<file path="src/rtl/traffic_pkg.sv">
// Shared state encoding and default phase durations for the intersection scheduler.
package traffic_pkg;

    // Phase encoding; the numeric values are visible on the debug phase output.
    typedef enum logic [2:0] {
        S_MAIN_G  = 3'd0,
        S_MAIN_Y  = 3'd1,
        S_ALL_RED = 3'd2,
        S_SIDE_G  = 3'd3,
        S_SIDE_Y  = 3'd4,
        S_WALK    = 3'd5,
        S_EMERG   = 3'd6
    } phase_e;

    // Default durations, all in ticks.
    localparam int DEF_MIN_GREEN = 5;
    localparam int DEF_MAX_GREEN = 20;
    localparam int DEF_YELLOW    = 3;
    localparam int DEF_ALL_RED   = 1;
    localparam int DEF_WALK      = 6;
    localparam int DEF_CNT_W     = 5;

endpackage

</file>
<file path="src/rtl/phase_timer.sv">
// Tick counter for the current phase. Cleared on every phase entry and
// saturating, so a long main-green rest can never wrap back below MIN_GREEN.
module phase_timer #(
    parameter int CNT_W = 5
) (
    input  logic             clk,
    input  logic             reset,
    input  logic             clr,
    input  logic             tick,
    output logic [CNT_W-1:0] count
);

    logic [CNT_W-1:0] count_q, count_d;

    // Next count: clear has priority, otherwise advance on tick until full.
    always_comb begin
        count_d = count_q;
        if (clr) begin
            count_d = '0;
        end else if (tick && (count_q != {CNT_W{1'b1}})) begin
            count_d = count_q + 1'b1;
        end
    end

    // Count register with synchronous reset.
    always_ff @(posedge clk) begin
        if (reset) count_q <= '0;
        else       count_q <= count_d;
    end

    assign count = count_q;

endmodule

</file>
<file path="src/rtl/traffic_phase_scheduler.sv">
// Two-road intersection phase scheduler with pedestrian walk, round-robin
// service between side road and pedestrians, and an emergency all-red hold.
// Lamps are a Moore decode of the registered phase.
module traffic_phase_scheduler
    import traffic_pkg::*;
#(
    parameter int MIN_GREEN = DEF_MIN_GREEN,
    parameter int MAX_GREEN = DEF_MAX_GREEN,
    parameter int YELLOW    = DEF_YELLOW,
    parameter int ALL_RED   = DEF_ALL_RED,
    parameter int WALK      = DEF_WALK,
    parameter int CNT_W     = DEF_CNT_W
) (
    input  logic       clk,
    input  logic       reset,
    input  logic       tick,
    input  logic       req_side,
    input  logic       req_ped,
    input  logic       emergency,
    output logic       main_r,
    output logic       main_y,
    output logic       main_g,
    output logic       side_r,
    output logic       side_y,
    output logic       side_g,
    output logic       walk,
    output logic [2:0] phase
);

    // Last timer value of each timed phase (the tick on which it ends).
    localparam logic [CNT_W-1:0] MIN_END = CNT_W'(MIN_GREEN - 1);
    localparam logic [CNT_W-1:0] MAX_END = CNT_W'(MAX_GREEN - 1);
    localparam logic [CNT_W-1:0] YEL_END = CNT_W'(YELLOW - 1);
    localparam logic [CNT_W-1:0] AR_END  = CNT_W'(ALL_RED - 1);
    localparam logic [CNT_W-1:0] WLK_END = CNT_W'(WALK - 1);

    phase_e           state_q, state_d;
    logic             side_pend_q, side_pend_d;
    logic             ped_pend_q, ped_pend_d;
    logic             last_ped_q, last_ped_d;
    logic             from_main_q, from_main_d;
    logic             enter_side, enter_walk;
    logic             timer_clr;
    logic [CNT_W-1:0] count;

    phase_timer #(.CNT_W(CNT_W)) u_timer (
        .clk   (clk),
        .reset (reset),
        .clr   (timer_clr),
        .tick  (tick),
        .count (count)
    );

    // Any phase change restarts the timer; the entering tick belongs to the old phase.
    assign timer_clr = (state_d != state_q);

    // Next-phase selection and the all-red arbitration between side and walk.
    always_comb begin
        state_d     = state_q;
        from_main_d = from_main_q;
        unique case (state_q)
            S_MAIN_G: begin
                if (emergency) begin
                    state_d = S_MAIN_Y;
                end else if (tick && (count >= MIN_END) && (side_pend_q || ped_pend_q)) begin
                    state_d = S_MAIN_Y;
                end
            end
            S_MAIN_Y: begin
                if (tick && (count == YEL_END)) begin
                    state_d     = S_ALL_RED;
                    from_main_d = 1'b1;
                end
            end
            S_ALL_RED: begin
                if (tick && (count == AR_END)) begin
                    if (emergency) begin
                        state_d = S_EMERG;
                    end else if (from_main_q) begin
                        if (side_pend_q && ped_pend_q) state_d = last_ped_q ? S_SIDE_G : S_WALK;
                        else if (side_pend_q)          state_d = S_SIDE_G;
                        else if (ped_pend_q)           state_d = S_WALK;
                        else                           state_d = S_MAIN_G;
                    end else begin
                        state_d = S_MAIN_G;
                    end
                end
            end
            S_SIDE_G: begin
                if (emergency) begin
                    state_d = S_SIDE_Y;
                end else if (tick && (((count >= MIN_END) && !req_side) || (count == MAX_END))) begin
                    state_d = S_SIDE_Y;
                end
            end
            S_SIDE_Y: begin
                if (tick && (count == YEL_END)) begin
                    state_d     = S_ALL_RED;
                    from_main_d = 1'b0;
                end
            end
            S_WALK: begin
                if (emergency || (tick && (count == WLK_END))) begin
                    state_d     = S_ALL_RED;
                    from_main_d = 1'b0;
                end
            end
            S_EMERG: begin
                if (tick && !emergency) begin
                    state_d     = S_ALL_RED;
                    from_main_d = 1'b0;
                end
            end
            default: state_d = S_MAIN_G;
        endcase
    end

    // Request latches and round-robin memory; a clear on service entry beats a new request.
    always_comb begin
        enter_side  = (state_d == S_SIDE_G) && (state_q != S_SIDE_G);
        enter_walk  = (state_d == S_WALK) && (state_q != S_WALK);
        side_pend_d = enter_side ? 1'b0 : (side_pend_q | req_side);
        ped_pend_d  = enter_walk ? 1'b0 : (ped_pend_q | req_ped);
        last_ped_d  = last_ped_q;
        if (enter_side) last_ped_d = 1'b0;
        if (enter_walk) last_ped_d = 1'b1;
    end

    // Phase and bookkeeping registers.
    always_ff @(posedge clk) begin
        if (reset) begin
            state_q     <= S_MAIN_G;
            side_pend_q <= 1'b0;
            ped_pend_q  <= 1'b0;
            last_ped_q  <= 1'b0;
            from_main_q <= 1'b0;
        end else begin
            state_q     <= state_d;
            side_pend_q <= side_pend_d;
            ped_pend_q  <= ped_pend_d;
            last_ped_q  <= last_ped_d;
            from_main_q <= from_main_d;
        end
    end

    // Lamp decode: one lamp per head in every phase, red unless the phase says otherwise.
    always_comb begin
        main_r = 1'b1; main_y = 1'b0; main_g = 1'b0;
        side_r = 1'b1; side_y = 1'b0; side_g = 1'b0;
        walk   = 1'b0;
        unique case (state_q)
            S_MAIN_G: begin main_r = 1'b0; main_g = 1'b1; end
            S_MAIN_Y: begin main_r = 1'b0; main_y = 1'b1; end
            S_SIDE_G: begin side_r = 1'b0; side_g = 1'b1; end
            S_SIDE_Y: begin side_r = 1'b0; side_y = 1'b1; end
            S_WALK:   walk = 1'b1;
            default:  ;
        endcase
    end

    assign phase = state_q;

endmodule

</file>
<file path="config.mk">
export PLATFORM = sky130hd
export DESIGN_NAME = traffic_phase_scheduler
export DESIGN_NICKNAME = d
export VERILOG_FILES = /design/src/rtl/traffic_pkg.sv /design/src/rtl/phase_timer.sv /design/src/rtl/traffic_phase_scheduler.sv
export SDC_FILE = /design/constraint.sdc
export NUM_CORES = 1
export LEC_CHECK = 0
export CELL_PAD_IN_SITES_DETAIL_PLACEMENT = 1
export CELL_PAD_IN_SITES_GLOBAL_PLACEMENT = 1
export CORE_MARGIN = 3
export CORE_UTILIZATION = 35
export DETAILED_ROUTE_END_ITERATION = 6
export MAX_ROUTING_LAYER = met4
export PLACE_DENSITY = 0.8
export SETUP_SLACK_MARGIN = 0.1
export SYNTH_ARGS = -nofsm -noshare
export SYNTH_HDL_FRONTEND = slang
export SYNTH_SLANG_ARGS = --single-unit
</file>
<file path="constraint.sdc">
create_clock -name clk -period 1.7 [get_ports clk]
set_input_delay 0.34 -clock clk [delete_from_list [all_inputs] [get_ports clk]]
set_output_delay 0.34 -clock clk [all_outputs]
set_load 0.005 [all_outputs]
</file>
After elaboration in Yosys (flattened, before gate mapping)
Index checks and enable logic that the tools add are counted.
{ "totals": {"register_bits": 12, "latch_bits": 0, "ramBits": 0, "rom_bits": 0, "in_bits": 6, "n_memories": 0} }
{ "op_classes": {"add_sub_neg": 1, "multipliers": 0, "n_div": 0, "order_cmp": 1, "n_eq_ne": 19, "shifts": 0, "n_mux": 29, "n_bitwise": 2, "reduce_logical": 28} }
{ "ops": {"columns": ["cell", "count"], "rows": [
  ["3-bit 2-to-1 mux", 14],
  ["3-bit case mux with 6 select lines", 1],
  ["1-bit 2-to-1 mux", 13],
  ["3-bit equality test (second input constant)", 4],
  ["1-bit logical AND", 12],
  ["2-bit OR reduction", 6],
  ["3-bit by 2-bit equality test with 1-bit output (second input constant)", 3],
  ["2-bit inequality test (second input constant)", 4],
  ["5-bit by 1-bit adder with 5-bit output (second input constant)", 1],
  ["5-bit by 2-bit equality test with 1-bit output (second input constant)", 1],
  ["5-bit by 3-bit equality test with 1-bit output (second input constant)", 1],
  ["5-bit equality test (second input constant)", 1],
  ["5-bit by 3-bit >= comparator with 1-bit output (second input constant)", 1],
  ["5-bit logical NOT", 1],
  ["5-bit inequality test (second input constant)", 1],
  ["5-bit AND reduction", 1],
  ["1-bit case mux with 4 select lines", 1],
  ["4-bit nonzero test", 1],
  ["3-bit by 1-bit equality test with 1-bit output (second input constant)", 1],
  ["3-bit logical NOT", 1],
  ["1-bit logical OR", 3],
  ["3-bit by 2-bit inequality test with 1-bit output (second input constant)", 1],
  ["3-bit inequality test", 1],
  ["3-bit inequality test (second input constant)", 1],
  ["other kinds (3)", 5]
]} }

Depth between registers and ports, before layout
Gate-level depths: netlist of run 1.
{ "logic_depth": {"depth_word": 11, "mapped_depth": 8, "mapped_depth_nobuf": 7} }

Hierarchy
From an unflattened synthesis of run 1, not the netlist that was laid out.
{ "unflattened": {"hier_cells": 111, "hier_area_um2": 983.4} }
{ "by_module_without_submodules": {"columns": ["mod", "n_inst", "cells_per_inst", "area_each_um2", "seq_area_each_um2"], "rows": [
  ["traffic_phase_scheduler", 1, 85, 744.5, 140.1],
  ["phase_timer", 1, 26, 239.0, 100.1]
]} }

Worst setup path after synthesis of run 1
No wires, ideal clock.
{ "synth_path": {"path_kind": "register to register", "start": "register u_timer.count_q[0], in the netlist u_timer.count[0]", "end": "register u_timer.count_q[0], in the netlist u_timer.count[0]", "setup_ns": 0.092, "arrival_ns": 1.684, "t_required_ns": 1.608, "slack_ns": -0.076, "path_stages_with_launch": 8, "n_path_buf": 0, "period_less_slack_ns": 1.776, "cell_sequence": "dfxtp_1 -> inv_1 -> ha_1 -> nor2b_1 -> a221oi_2 -> o21a_1 -> o211ai_2 -> nor4_1"} }
{ "synth_between": {"elab_chain_cells": 9, "word_cells_on_any_way": 27} }
{ "synth_lines": {"columns": ["item", "line", "source"], "rows": [
  ["start, declared", "phase_timer.sv:13", "logic [CNT_W-1:0] count_q, count_d;"],
  ["start signal, assigned", "phase_timer.sv:28", "else count_q <= count_d;"],
  ["5-bit by 3-bit >= comparator with 1-bit output", "traffic_phase_scheduler.sv:65, traffic_phase_scheduler.sv:92", null],
  ["1-bit logical AND", "traffic_phase_scheduler.sv:92", "end else if (tick && (((count >= MIN_END) && !req_side) || (count == MAX_END))) begin"],
  ["1-bit logical OR", "traffic_phase_scheduler.sv:92", null],
  ["1-bit logical AND", "traffic_phase_scheduler.sv:92", null],
  ["3-bit 2-to-1 mux", "traffic_phase_scheduler.sv:92", null],
  ["3-bit 2-to-1 mux", "traffic_phase_scheduler.sv:90", "if (emergency) begin"],
  ["3-bit case mux with 6 select lines", "traffic_phase_scheduler.sv:61", "unique case (state_q)"],
  ["3-bit inequality test", "traffic_phase_scheduler.sv:55", "assign timer_clr = (state_d != state_q);"],
  ["2-bit OR reduction (no source line)", null, null]
]} }
Parallel ways exist; a longest one is shown, timed or not.
A chain may end at the register's enable or synchronous reset.

Worst setup path in the final report of run 1
{ "layout_path": {"start": "register u_timer.count_q[1], in the netlist u_timer.count[1]", "end": "register u_timer.count_q[4], in the netlist u_timer.count[4]"} }
The elaborated chain is that of the path after synthesis.

==> results of run 1 <==
synth_stat cells (2+ instances only):
library cell | instances | area share
nand2b_1 | 3 | 0.019
a31o_1 | 2 | 0.018
inv_1 | 4 | 0.015
xor2_1 | 2 | 0.018
or2_1 | 2 | 0.013
a221oi_2 | 2 | 0.031
nor2_1 | 13 | 0.050
dfxtp_1 | 12 | 0.25
nor4_1 | 4 | 0.026
nor2b_1 | 6 | 0.039
a31oi_1 | 4 | 0.026
a21oi_1 | 8 | 0.041
a211o_1 | 2 | 0.018
nand3_1 | 3 | 0.015
nor3_1 | 2 | 0.010
and2_1 | 3 | 0.019
clkbuf_1 | 4 | 0.015
and3_1 | 3 | 0.019
nand2_1 | 7 | 0.027
ha_1 | 5 | 0.064
routing by layer:
layer	GRT usage	wire, um	vias to the layer above	part of all wire
met5	-	0	-	0
met3	0.0439	420	49	0.069
met4	0.142	411	0	0.068
met2	0.519	2870	81	0.47
met1	0.381	2350	636	0.39
li1	-	-	578	-
cell type report:
class                           instances  area share
Clock buffer                            4      0.0190
Inverter                                4     0.00916
Multi-Input combinational cell         98       0.530
Sequential cell                        12       0.140
Tap cell                               30      0.0196
Timing Repair Buffer                   64       0.282
repair_timing:
action / in CTS / in global routing
hold buffers: 0 / 0
setup buffers: 10 / 9
gates resized for setup: 70 / 30
pin swaps: 14 / 18
setup endpoints to repair: 21 / 18
cells by family (layout without fill, tap and decap cells):
group           count (synthesis)  after routing  synth area share
compound gates                 35             35             0.291
buf+inv                         9             72            0.0424
simple gates                   54             54             0.319
mux                             1              1            0.0103
xor+xnor                        3              3            0.0270
flops                          12             12             0.247
fa+ha+maj                       5              5            0.0643
power by group:
group | total (mW) | leakage, nW | internal [mW] | switching [mW]
sequential | 0.300 | 0.104 | 0.283 | 0.0167
clock | 0.250 | 0.0210 | 0.130 | 0.120
combinational | 0.283 | 0.699 | 0.134 | 0.149
total | 0.833 | 0.823 | 0.547 | 0.286
tightest hold or removal path, stage by stage (launching register included):
cell,delay [ps]
dfxtp_1,360
nand2_1,110
o32ai_2,100
registers in the layout (all words and copies together), names as in the netlist:
register       count
phase              3
side_pend_q        1
from_main_q        1
ped_pend_q         1
u_timer.count      5
last_ped_q         1
path summary, 6_finish.rpt:
path	slack, ps	endpoint
max reg2reg	-270	u_timer.count[4]
max	-270	u_timer.count[4]
min	620	last_ped_q
min reg2reg	620	last_ped_q
metrics by stage:
stage | cell area, sq um | std cells | hold WS, ps | setup WS (ps)
after floorplan | 992 | 119 | 412 | 21.7
after global placement | 1390 | 190 | 500 | -572
after detailed placement | 1390 | 190 | 518 | -757
after CTS | 1740 | 203 | 554 | -137
after global routing | 1910 | 212 | 609 | -311
final | 1910 | 212 | 615 | -268
==> summary.md, run 1 <==
| Metric | Value |
|---|---|
| Result of the run | complete, but fails checks |
| Failing checks | setup timing |
| Fin crit period | 1970 ps |
| Row cnt | 18 |
| Synth warnings | 0 |
| Root Driver | clkbuf_4 |
| RSZ-0062 raised after global routing | yes |
| Initial antenna violation count | 0 |
| Hpwl dp | approximately 2800 um |
| CP Launch Point | u_timer.count[1] |
| Slew Limit Fails | 0 |
| Max-slew headroom | 0.753 |
| Initial DRC count | between 90 and 100 |
| Async S/R FF share, synth | 0 |
| Worst Setup Path Type | reg -> reg |
| Clk sinks | 12 |
| Worst setup SP type | flip-flop |
| Max Root-Sink Buffers | 2 |
| Least-Margin Pin Slew | roughly 370 ps |
| Fmax | ~510 MHz |
| Crit. path cell count | 7 |
| Multi-input logic area | 1010 sq um |
| Hold crit path type | reg -> reg |
| Distinct cells, synth | 48 |
| Worst-skew pair later-pin latency | 290 ps |
| Chip width | 58.7 um |
| Fin worst setup slack | -268 ps |
| Cells after synthesis | 119 |
| Setup TNS | -1890 ps |
| Post-synth EDFFs | 0 |
| Initial Util | 0.379 |
| Seq. cell area | around 270 sq um |
| RePlAce Congestion | 0.897 |
| Delay-heaviest family, CP | compound AO/OA/AOI/OAI gates |
| First-pass GRT wire length | 7670 um |
| WP data required | approximately 1900 ps |
| Setup-failing EPs final | 11 |
| Seq/Total Area, Yosys | 0.247 |
| Synth-to-Final Area Change | 96.4% |
| Critical Path AT | 2150 ps |
| Mapped Avg Cell Area | 8.18 sq um |
| R2R cell count | 7 |
| Total die area | about 3400 sq um |
| #FFs+latches synth | 12 |
| Max FO, Critical Path | 4 |
| Pin count of the biggest net entering global routing | 11 |
| Die Ht | roughly 59 um |
| First-pass DRT Iterations | 4 |
| Synth Net Count | 130 |
| Clk_skew | 10.5 ps |
| Via count | about 1300 |
| CORE AREA | 2570 sq um |
| Utilization after layout | 0.745 |
| Fin. Hold Viols | 0 |
| Final Cycle Share | 1.16 |
| Clk slew on worst S/H paths | 100 ps |
| Via density | roughly 6.3 |
| Most used DFF post-synth | dfxtp_1 |
| Number of fill cells | about 260 |
| Drt drc | 0 |
| Worst path max stage delay | 400 ps |
| TritonCTS clock tree | done |
| Layout cell share with drive strength beyond 1 | 0.615 |
| Cts bufs inserted | 3 |
| Total of max-cap violations | 0 |
| I/O pin cnt | 16 |
| Avg WL per Cell | 28.5 um |
| Crit path buf inv count | 2 |
| Crit-path cells | buf_6 > inv_4 > ha_2 > a21oi_1 > a21oi_1 > a211o_1 > nor4_2 |
| Leak pwr | a little over 0.8 nW |
| Crit path top cell by count | a21oi_1 |
| Antenna cells | 0 |
| Maximum VDD drop | 0.000495 V |
| WL final | 6050 um |
| Routed Antenna Nets | 0 |
| Commonest non-fill, non-tap cell in the layout | buf_4 |
| Power density cells | 436 nW/um^2 |
| Total grt overflow | 0 |
| Hold Crit Start | last_ped_q |
| Htree depth | 1 |
| Slowest cell on the critical path | a211o_1 |
| Worst setup EP type | flip-flop |
| Mapped cell area | 973 sq um |
| Number of global-route vias before repair | 1354 |
| Most frequent cells in the layout | buf_4 (40), nor2_1 (10), buf_6 (8) |
| Port bufs | 15 |
| RR Startpoint | u_timer.count[1] |
| Worst Hold Depth | 2 |
| Power, Total | about 830 uW |
| Final #Nets | between 150 and 200 |
| All-Layer GR Usage | 0.316 |
(Power assumes the default switching activity.)
==> run 2: changes to the inputs <==
CELL_PAD_IN_SITES_DETAIL_PLACEMENT = unset   (was 1)
CELL_PAD_IN_SITES_GLOBAL_PLACEMENT = unset   (was 1)
CORE_ASPECT_RATIO = 1.1   (was unset)
CORE_UTILIZATION = 47   (was 35)
==> summary.md, run 2 (synthesis gave the netlist of run 1 again) <==
| Metric | Value |
|---|---|
| Result of the run | complete, but fails checks |
| Failing checks | setup timing |
| All-Layer GR Usage | 0.336 (+0.0202) |
| Finished Layout Cells | 205 (-3.3%) |
| Hold crit path type | reg -> reg |
| RSZ-0062 raised after global routing | yes |
| WP data required | 1850 ps (-30 ps) |
| Routed Antenna Nets | 0 (unchanged) |
| Via density | 7.10 (+12%) |
| Max layer used | met4 |
| First-pass GRT wire length | 6400 um (-17%) |
| I/O pin cnt | 16 (unchanged) |
| Total die area | 2650 sq um (-23%) |
| Hpwl dp | 2400 um (-16%) |
| Commonest non-fill, non-tap cell in the layout | buf_4 |
| Maximum VDD drop | 0.000472 V (-4.6%) |
| Cts bufs inserted | 3 (unchanged) |
| Internal power | 478 uW (-13%) |
| Sw Pwr | 261 uW (-8.6%) |
| Utilization after layout | 0.954 (+0.209) |
| Met2 wire length | 2510 um (-12%) |
| Initial antenna violation count | 0 (unchanged) |
| Fin. Hold Viols | 0 (unchanged) |
| Pre-CTS setup slack | -618 ps (+139 ps) |
| Max FO, Critical Path | 5 (+1) |
| CORE AREA | 1860 sq um (-27%) |
| Reg2Reg Capture Point | u_timer.count[0] |
| Leak pwr | 0.769 nW (-6.5%) |
| RR Startpoint | u_timer.count[0] |
| Worst setup SP type | flip-flop |
| Via count | 1455 (+8.3%) |
| Fin crit period | 2090 ps (+120 ps) |
| Critical Path AT | 2240 ps (+90 ps) |
| Sw Share | 0.354 (+0.0104) |
| Worst Setup Path Type | reg -> reg |
| Fin worst setup slack | -389 ps (-120 ps) |
| Clock Power Share | 0.265 (-0.035) |
| R2R cell count | 6 (-1) |
| Slew Limit Fails | 0 (unchanged) |
| Power density cells | 416 nW/um^2 (-4.5%) |
| Htree depth | 1 (unchanged) |
| WL final | 5630 um (-7.0%) |
| Met1 wire length | 1820 um (-22%) |
| Clk_skew | 8.13 ps (-2.36 ps) |
| Worst Hold Depth | 2 (unchanged) |
| Hold endpoint | last_ped_q |
| Placed insts | 182 (-4.2%) |
| Wire length on met3 | 704 um (+68%) |
| Pin count of the biggest net entering global routing | 11 (unchanged) |
| First-pass DRT Iterations | 7 (+3) |
| Max Root-Sink Buffers | 2 (unchanged) |
| Worst-skew pair later-pin latency | 290 ps (about the same) |
| Final #Nets | 191 (-1.5%) |
| Hold Crit Start | last_ped_q |
| Initial Util | 0.523 (+0.144) |
| Number of flip-flops in the largest register | 5 (unchanged) |
| RePlAce Congestion | 0.975 (+8.7%) |
| Fin area | 1780 sq um (-7.1%) |
| Port bufs | 15 (unchanged) |
| TritonCTS clock tree | done |
| Worst setup EP type | flip-flop |
| Synth-to-Final Area Change | 82.4% |
| Row cnt | 16 (-2) |
| Die Ht | 53.7 um (-8.5%) |
| Setup-failing EPs final | 12 (+1) |
| Gate power share | 0.323 (-0.017) |
| Number of global-route vias before repair | 1329 (-1.8%) |
| Initial DRC count | 137 (+41%) |
| Drt drc | 0 (unchanged) |
| Total grt overflow | 0 (unchanged) |
| Max-slew headroom | 0.719 (-0.0343) |
| Avg WL per Cell | 27.4 um (-3.8%) |
| Chip width | 49.4 um (-16%) |
| Worst R2R Setup Slack | -390 ps (-120 ps) |
| Reg power frac | 0.411 (+0.051) |
| Antenna cells | 0 (unchanged) |
| Root Driver | clkbuf_4 |
| Clk slew on worst S/H paths | 90 ps (about the same) |
| Total of max-cap violations | 0 (unchanged) |
| Final Cycle Share | 1.23 (+0.0708) |
| Clk sinks | 12 (unchanged) |
| Least-Margin Pin Slew | 418 ps (+47.5 ps) |
| Most frequent cells in the layout | buf_4 (37), nor2_1 (9), dfxtp_4 (7) |
| Setup TNS | -2520 ps (-625 ps) |
| Layout cell share with drive strength beyond 1 | 0.590 (-0.0255) |
| Post-placement cell area | 1340 sq um (-3.0%) |
| Fmax | 479 MHz (-5.8%) |
run 2: cell count changes in the layout (fill, tap and decap cells not counted), moves of 2 or more:
cell,previous run,this run
a31oi_4,2,0
buf_4,40,37
buf_6,8,6
clkbuf_2,2,4
nor2_2,1,3
nor3_1,0,2
nor3_2,2,0
run 2: metal layers:
layer	up-vias	track usage
li1	571	-
met1	639	0.361
met2	167	0.576
met3	78	0.0499
met4	0	0.249
met5	-	-
run 2: worst max-delay path by stage:
| stage | from | cells after the start | to |
|---|---|---|---|
| global route | u_timer.count[0] | 7 | u_timer.count[2] |
| floorplan | u_timer.count[2] | 6 | last_ped_q |
| CTS | u_timer.count[0] | 7 | last_ped_q |
| global placement | tick | 6 | last_ped_q |
| detailed placement | tick | 6 | last_ped_q |
| finish | u_timer.count[0] | 6 | u_timer.count[0] |
run 2: metrics by stage:
stage | power [mW] | hold WS [ps]
after detailed placement | 0.474 | 507
after floorplan | 0.390 | 412
after global routing | 0.753 | 588
final | 0.739 | 575
after CTS | 0.663 | 519
after global placement | 0.467 | 497
run 2: power groups by stage:
stage | clock (mW) | sequential, mW | combinational (mW)
after floorplan | 0 | 0.307 | 0.0829
after global placement | 0 | 0.309 | 0.158
after detailed placement | 0 | 0.310 | 0.164
after CTS | 0.173 | 0.299 | 0.190
after global routing | 0.201 | 0.305 | 0.247
final | 0.196 | 0.304 | 0.239
run 2: layout make-up:
class                      count  area (sq um)
fill                          43          86.3
inverter                       4          15.0
timing repair buffer          61           502
multi-input combinational     98           935
clock buffer                   3          22.5
sequential                    12           268
tap                           27          33.8
run 2: repair_timing:
| action | in CTS | in global routing |
|---|---|---|
| buffers inserted | 12 | 7 |
| gates resized for setup | 63 | 30 |
| pin swaps | 20 | 17 |
| hold buffers | 0 | 0 |
| setup endpoints to repair | 21 | 17 |
| cloned | 1 | 0 |
run 2: critical path, stage by stage, from the launching register on:
cell	delay, ps
dfxtp_4	390
buf_4	140
ha_2	210
a21oi_1	240
a21oi_1	160
a211o_4	380
nor4_1	420
==> run 3: changes to the inputs <==
--- a/config.mk
+++ b/config.mk
@@ -8,8 +8,9 @@
 export CORE_ASPECT_RATIO = 1.1
 export CORE_MARGIN = 3
-export CORE_UTILIZATION = 47
+export CORE_UTILIZATION = 41
 export DETAILED_ROUTE_END_ITERATION = 6
+export GPL_TIMING_DRIVEN = 0
 export MAX_ROUTING_LAYER = met4
-export PLACE_DENSITY = 0.8
+export PLACE_DENSITY = 0.71
 export SETUP_SLACK_MARGIN = 0.1
 export SYNTH_ARGS = -nofsm -noshare
==> constraint.sdc (replaced) <==
create_clock -name clk -period 1.7 [get_ports clk]
set_input_delay 0.34 -clock clk [delete_from_list [all_inputs] [get_ports clk]]
set_output_delay 0.34 -clock clk [all_outputs]
set_load 0.05 [all_outputs]
==> summary.md, run 3 (synthesis gave the netlist of run 1 again) <==
| Metric | Value |
|---|---|
| Result of the run | complete, but fails checks |
| Failing checks | setup timing |
| TritonCTS clock tree | done |
| Worst setup EP type | flip-flop |
| Final Cycle Share | 1.09 (-0.143) |
| Clk slew on worst S/H paths | 80 ps (about the same) |
| Worst Setup Path Type | reg -> reg |
| First-pass GRT wire length | 5000 um (-22%) |
| Max FO, Critical Path | 6 (+1) |
| Pin count of the biggest net entering global routing | 11 (unchanged) |
| Setup-failing EPs final | 10 (-2) |
| Cts bufs inserted | 3 (unchanged) |
| Chip width | 52.5 um (+6.2%) |
| Initial DRC count | 81 (-41%) |
| Critical Path AT | 2030 ps (-210 ps) |
| Fmax | 542 MHz (+13%) |
| I/O pin cnt | 16 (unchanged) |
| Final #Nets | 170 (-11%) |
| Port bufs | 15 (unchanged) |
| Avg WL per Cell | 18.6 um (-32%) |
| Layout cell share with drive strength beyond 1 | 0.544 (-0.0456) |
| Maximum VDD drop | 0.000494 V (+4.7%) |
| WL final | 3460 um (-39%) |
| Hpwl dp | 1980 um (-17%) |
| Least-Margin Pin Slew | 500 ps (+82.5 ps) |
| Slew Limit Fails | 0 (unchanged) |
| First-pass DRT Iterations | 7 (unchanged) |
| Commonest non-fill, non-tap cell in the layout | buf_4 |
| Setup TNS | -801 ps (+1720 ps) |
| Fin. Hold Viols | 0 (unchanged) |
| Clk_skew | 6.00 ps (-2.13 ps) |
| Via count | 1152 (-21%) |
| Row cnt | 17 (+1) |
| Htree depth | 1 (unchanged) |
| Number of global-route vias before repair | 1065 (-20%) |
| Power, Total | 766 uW (+3.6%) |
| Via density | 6.19 (-13%) |
| Synth-to-Final Area Change | 67.2% |
| Most frequent cells in the layout | buf_4 (21), nor2_1 (8), nand2_1 (6), a21oi_1 (6), dfxtp_4 (6) |
| CORE AREA | 2130 sq um (+14%) |
| Initial Util | 0.458 (-0.0652) |
| Power density cells | 470 nW/um^2 (+13%) |
| Hold crit path type | reg -> reg |
| Root Driver | clkbuf_4 |
| Number of flip-flops in the largest register | 5 (unchanged) |
| Clk sinks | 12 (unchanged) |
| Post-placement cell area | 1230 sq um (-8.1%) |
| Initial antenna violation count | 0 (unchanged) |
| Worst-skew pair later-pin latency | 290 ps (about the same) |
| Max Root-Sink Buffers | 2 (unchanged) |
| Fin area | 1630 sq um (-8.3%) |
| Total grt overflow | 0 (unchanged) |
| All-Layer GR Usage | 0.224 (-0.112) |
| RePlAce Congestion | 0.928 (-4.8%) |
| Routed Antenna Nets | 0 (unchanged) |
| RSZ-0062 raised after global routing | yes |
| Total die area | 3000 sq um (+13%) |
| Die Ht | 57.1 um (+6.3%) |
| Drt drc | 0 (unchanged) |
| Leak pwr | 0.652 nW (-15%) |
| Antenna cells | 0 (unchanged) |
| Max-slew headroom | 0.668 (-0.0511) |
| WP data required | 1880 ps (+30 ps) |
| Worst setup SP type | flip-flop |
| Total of max-cap violations | 0 (unchanged) |
| Fin worst setup slack | -145 ps (+243 ps) |
| Fin crit period | 1850 ps (-243 ps) |
## run 3: worst paths after layout
| path | startpoint | to | slack [ps] | cells past startpoint |
|---|---|---|---|---|
| setup / recovery | u_timer.count[2] | u_timer.count[4] | -150 | 8 |
| hold / removal | last_ped_q | last_ped_q | 550 | 2 |
| setup reg to reg | u_timer.count[2] | u_timer.count[4] | -150 | 8 |
| hold reg to reg | last_ped_q | last_ped_q | 550 | 2 |
## run 3: cell type report
class	instances	area, sq um
Clock buffer	4	36.3
Sequential cell	12	265
Inverter	4	17.5
Multi-Input combinational cell	98	918
Fill cell	125	499
Timing Repair Buffer	35	294
Buffer	5	61.3
Tap cell	28	35.0
## run 3: routing by layer
| metal | global-route usage | up-vias | wire (um) |
|---|---|---|---|
| met5 | - | - | 0 |
| met4 | 0.117 | 0 | 115 |
| met3 | 0.0313 | 15 | 198 |
| met2 | 0.339 | 68 | 1720 |
| met1 | 0.285 | 543 | 1420 |
| li1 | - | 526 | - |
## run 3: metrics by stage
stage	util	hold slack (ps)	worst slack, ps	instances
2_1_floorplan	-	412	23.6	119
3_3_place_gp	0.581	518	-739	162
3_5_place_dp	0.581	524	-720	162
4_1_cts	0.690	545	-124	174
5_1_grt	0.765	591	-265	186
6_report	0.765	548	-145	186
## run 3: critical path, stage by stage, from the launching register on
cell and delay, ps:
dfxtp_2 330, buf_6 120, nor4b_4 50, buf_4 130
buf_2 140, and2_1 190, a311oi_2 400, o211ai_4 150
nor4_1 220
## run 3: power breakdown
part	internal, mW	switching, mW	total (mW)
clock	0.131	0.107	0.238
combinational	0.105	0.124	0.229
sequential	0.285	0.0144	0.299
total	0.520	0.246	0.766
## run 3: what timing repair did
item / CTS / global route
hold endpoints to repair: 0 / 0
setup endpoints to repair: 22 / 21
buffers inserted: 8 / 11
gates resized for setup: 84 / 28
gates cloned: 0 / 1
hold buffers: 0 / 0
pin swaps: 13 / 15
==> RTL edit 1: new RTL, config.mk and constraints of run 2 <==
`DEF_CNT_W`: 5 -> 10.
--- a/src/rtl/traffic_pkg.sv
+++ b/src/rtl/traffic_pkg.sv
@@ -18,7 +18,7 @@
     localparam int DEF_YELLOW    = 3;
     localparam int DEF_ALL_RED   = 1;
     localparam int DEF_WALK      = 6;
-    localparam int DEF_CNT_W     = 5;
+    localparam int DEF_CNT_W     = 10;
 
 endpackage
 
Formal check against the unedited RTL: no difference found for any inputs over 10 cycles, from zero or initial values and one cycle with reset high; that may be too few to reach the edited logic, so the function may still have changed.
==> RTL edit 1 against run 2 <==
The flow still finishes with violations (setup timing); wire length up 32%; core utilization up 1.8 points; combinational power rose by 3%; area after synthesis grew 22%; setup slack worse by 0.35 ns; design area is 27% higher; total power is 20% higher; critical endpoint is now u_timer.count[2]; global-route usage grew 6.5 points; sequential cell count rose by 5; clock skew decreased by 0.0067 ns.
==> RTL edit 1: results (changes against run 2) <==
The headroom to the max-slew limit came out at 0.725 (was 0.719). Top post-synthesis cells by area: sky130_fd_sc_hd__dfxtp_1, sky130_fd_sc_hd__nor2_1, sky130_fd_sc_hd__a21oi_1, sky130_fd_sc_hd__ha_1, sky130_fd_sc_hd__nor3_1 (was sky130_fd_sc_hd__dfxtp_1, sky130_fd_sc_hd__ha_1, sky130_fd_sc_hd__nor2_1, sky130_fd_sc_hd__a21oi_1, sky130_fd_sc_hd__nor2b_1). Share of the final layout cell area in multi-input gates: 0.463 (was 0.526). The die outline area is 0.00318 mm² (was 0.00265 mm²). The fraction of final layout cells sized beyond drive strength 1 is 0.575 (was 0.590), and the wire length of the first global-routing pass is 8740 µm (was 6400 µm).

The fraction of area in non-clock buffers came out at 0.336 (was 0.283). The tools report the end of the worst register-to-register path as u_timer.count[2] (was u_timer.count[0]). The tools report the setup-violating endpoint count in the final report as 19 (was 12). The final worst hold slack was 0.549 ns (was 0.575 ns).

The slowest library cell on the worst path is sky130_fd_sc_hd__clkdlybuf4s50_1 (was sky130_fd_sc_hd__nor4_1). The flow ran to the end, but the final reports show violations. The cell count of the worst hold path came out at 1 (was 2). Placed wire-length estimate: 2850 µm (was 2400 µm). The flip-flop count of the largest register, all copies and words added works out to 10 (was 5).

The combined global-route utilization of all metal layers was 0.401 (was 0.336). The synthesized-area fraction occupied by ao, oa, aoi and oai cells is 0.197 (was 0.290), and the clock slew seen by the registers of the worst setup and hold paths is 0.11 ns (was 0.09 ns). Per-cell via count in the routed design: 7.10 (about the same). Failing checks: setup timing (unchanged). The placement-stage cell area was 0.00174 mm² (was 0.00134 mm²).

Leading post-synthesis cells by instance count: sky130_fd_sc_hd__dfxtp_1, sky130_fd_sc_hd__nor2_1, sky130_fd_sc_hd__a21oi_1, sky130_fd_sc_hd__nand2_1, sky130_fd_sc_hd__nor3_1 (was sky130_fd_sc_hd__nor2_1, sky130_fd_sc_hd__dfxtp_1, sky130_fd_sc_hd__a21oi_1, sky130_fd_sc_hd__nand2_1, sky130_fd_sc_hd__nor2b_1). The tools report the worst-case setup margin in the final layout as -0.738 ns (was -0.389 ns). The kind of critical path is primary input to flop (was flop to flop). The leakage power is 0.940 nW (was 0.769 nW), and the synthesized area per cell is 7.90 µm² (was 8.18 µm²).
==> RTL edit 1: what timing repair did <==
| item | 4_1_cts | 5_1_grt |
|---|---|---|
| resized for setup | 72 | 32 |
| pin swaps | 24 | 9 |
| buffers inserted | 20 | 6 |
| endpoints found under the setup margin | 26 | 23 |
| cloned | 1 | 0 |
==> RTL edit 1: worst max-delay path, delay by kind of cell <==
kind                   cells  cell delay, ns
AND/OR/NAND/NOR            1            0.34
AO/OA/AOI/OAI              4            0.66
buffers and inverters      5            1.30
==> RTL edit 1: power breakdown <==
group	leakage, nW	internal, mW	switching (mW)	total, mW
clock network	0.0177	0.0877	0.144	0.232
registers	0.142	0.402	0.0116	0.414
logic	0.780	0.113	0.132	0.245
total	0.940	0.603	0.287	0.891
==> RTL edit 1: per-layer routing <==
layer | track usage | vias up | part of all wire
li1 | - | 744 | -
met5 | - | - | 0
met3 | 0.137 | 118 | 0.14
met1 | 0.400 | 834 | 0.32
met2 | 0.631 | 221 | 0.43
met4 | 0.299 | 0 | 0.11
==> RTL edit 2: new RTL, flow settings as in run 2 <==
Made on the original files. Reset style: asynchronous (`reset`), changed in 2 clocked blocks. Comments in the files are not updated.
--- a/src/rtl/phase_timer.sv
+++ b/src/rtl/phase_timer.sv
@@ -23,7 +23,7 @@
     end
 
     // Count register with synchronous reset.
-    always_ff @(posedge clk) begin
+    always_ff @(posedge clk or posedge reset) begin
         if (reset) count_q <= '0;
         else       count_q <= count_d;
     end
--- a/src/rtl/traffic_phase_scheduler.sv
+++ b/src/rtl/traffic_phase_scheduler.sv
@@ -127,7 +127,7 @@
     end
 
     // Phase and bookkeeping registers.
-    always_ff @(posedge clk) begin
+    always_ff @(posedge clk or posedge reset) begin
         if (reset) begin
             state_q     <= S_MAIN_G;
             side_pend_q <= 1'b0;
Check against the original RTL: differs if reset is asserted again (counterexample within 4 cycles, from zero or initial values and one cycle with reset high); with reset held inactive, the same outputs for 10 cycles.
==> RTL edit 2 against run 2 <==
The flow still finishes with violations (setup timing); global-route usage down 1.1 points; final cell count is 0.98% higher; synthesized cell count shrank 3.4%; design area is 7.8% higher; setup slack better by 0.0084 ns; wire length fell by 3.3%; area after synthesis increased by 5.8%; sequential cell count unchanged; highest routed layer unchanged.
Power is left out: it rests on default switching activity, and per cell area and clock period it moved more than threefold.
==> RTL edit 2: results (changes against run 2) <==
The run finished, with violations left. Failing checks: setup timing (unchanged). The worst stage delay on the critical path was 0.47 ns (was 0.42 ns). The final total negative setup slack is -3.31 ns (was -2.52 ns), and the per-cell via count in the routed design is 6.65 (was 7.10). The tools report the count of filler cells inserted in the layout as 59 (was 43). The path class of the lowest-slack min-delay path was primary input to async pin (was flop to flop). The tools report the number of design-rule violations left by the first detailed-router iteration as 111 (was 137). The placement-stage cell area came out at 0.00155 mm² (was 0.00134 mm²). The number of nets at the end of the flow came out at 191 (unchanged). For the wire length of the first global-routing pass, the log shows 6370 µm (was 6400 µm). The logs give 47 (was 48) for the number of distinct library cells after synthesis and 0.325 (was 0.336) for the combined global-route utilization of all metal layers.

Cell accounting for the most synthesized area: sky130_fd_sc_hd__dfrtp_1 (was sky130_fd_sc_hd__dfxtp_1). Fraction of final layout cells sized beyond drive strength 1: 0.659 (was 0.590). Top post-synthesis cells by area: sky130_fd_sc_hd__dfrtp_1, sky130_fd_sc_hd__ha_1, sky130_fd_sc_hd__nor2_1, sky130_fd_sc_hd__inv_1, sky130_fd_sc_hd__nor3_1 (was sky130_fd_sc_hd__dfxtp_1, sky130_fd_sc_hd__ha_1, sky130_fd_sc_hd__nor2_1, sky130_fd_sc_hd__a21oi_1, sky130_fd_sc_hd__nor2b_1). The slowest library cell on the worst path was sky130_fd_sc_hd__dfrtp_2 (was sky130_fd_sc_hd__nor4_1). The run gives 1245 (was 1329) as the number of global-route vias before repair. The share of flip-flops with an asynchronous set or reset is 1.00 (was 0), and the proportion of netlist area held by the largest area contributor is 0.292 (was 0.247). The first-pass iteration count of the detailed router was 5 (was 7). The portion of the post-synthesis area used by sequential elements was 0.292 (was 0.247); the worst-case setup margin in the final layout was -0.380 ns (was -0.389 ns). The end of the worst register-to-register path was u_timer.count[4] (was u_timer.count[0]). The gate family responsible for the most delay along the worst path was simple AND/OR/NAND/NOR gates (was compound AO/OA/AOI/OAI gates).

The final worst clock skew came out at 0.0122 ns (was 0.00813 ns). The run gives -0.614 ns (was -0.618 ns) as the placement-stage worst setup slack. The synthesized netlist net count was 126 (was 130). The run gives 0.391 ns (was 0.575 ns) as the final worst hold slack. The total via count in the routed design was 1377 (was 1455); the setup-violating endpoint count in the final report was 14 (was 12).

The run gives 0.908 (was 0.975) as the final estimated routing congestion in global placement. Leading post-synthesis cells by instance count: sky130_fd_sc_hd__nor2_1, sky130_fd_sc_hd__dfrtp_1, sky130_fd_sc_hd__inv_1, sky130_fd_sc_hd__nor3_1 (was sky130_fd_sc_hd__nor2_1, sky130_fd_sc_hd__dfxtp_1, sky130_fd_sc_hd__a21oi_1, sky130_fd_sc_hd__nand2_1, sky130_fd_sc_hd__nor2b_1).
[RTL edit 2: cell types whose count changed after synthesis, moves of 3 or more]
cell,change
sky130_fd_sc_hd__a21oi_1,-4
sky130_fd_sc_hd__nor4_1,-4
sky130_fd_sc_hd__dfrtp_1,+12
sky130_fd_sc_hd__inv_1,+5
sky130_fd_sc_hd__nor3_1,+4
sky130_fd_sc_hd__nor2b_1,-3
sky130_fd_sc_hd__o211ai_1,+3
sky130_fd_sc_hd__dfxtp_1,-12
[RTL edit 2: cell families (layout without fill, tap and decap cells)]
family | count (synthesis) | in the layout | synth area share
AOI/OAI and AO/OA | 27 | 27 | 0.243
xor gates and xnor gates | 3 | 3 | 0.0255
adders and majority gates | 5 | 5 | 0.0608
buffers and inverters | 16 | 80 | 0.0705
DFF | 12 | 12 | 0.292
muxes | 2 | 2 | 0.0194
and+or+nand+nor | 50 | 50 | 0.289
[RTL edit 2: how the worst max path moves through the flow]
stage / end / cells past startpoint
after floorplan: last_ped_q / 7
after detailed placement: u_timer.count[1] / 8
after global routing: u_timer.count[1] / 9
final: u_timer.count[4] / 9
after CTS: last_ped_q / 7
after global placement: last_ped_q / 8
[RTL edit 2: cell type report]
cell class	count	area [µm²]	area share
clock buffer	4	36.3	0.0190
sequential	12	307	0.160
inverter	10	47.5	0.0249
timing repair buffer	66	559	0.292
tap	28	35.0	0.0183
multi-input combinational	87	928	0.485
[RTL edit 2: layer usage]
layer / up-vias / global-route usage / wire length (µm)
met3: 58 / 0.0241 / 540
met2: 135 / 0.546 / 2570
met1: 635 / 0.392 / 1890
li1: 549 / - / -
met4: 0 / 0.193 / 446
met5: - / - / 0
[RTL edit 2: timing repair]
item,in CTS,in global routing
setup endpoints to repair,21,18
buffers inserted,11,4
endpoints found under the hold margin,0,0
resized for setup,68,30
pin swaps,25,20
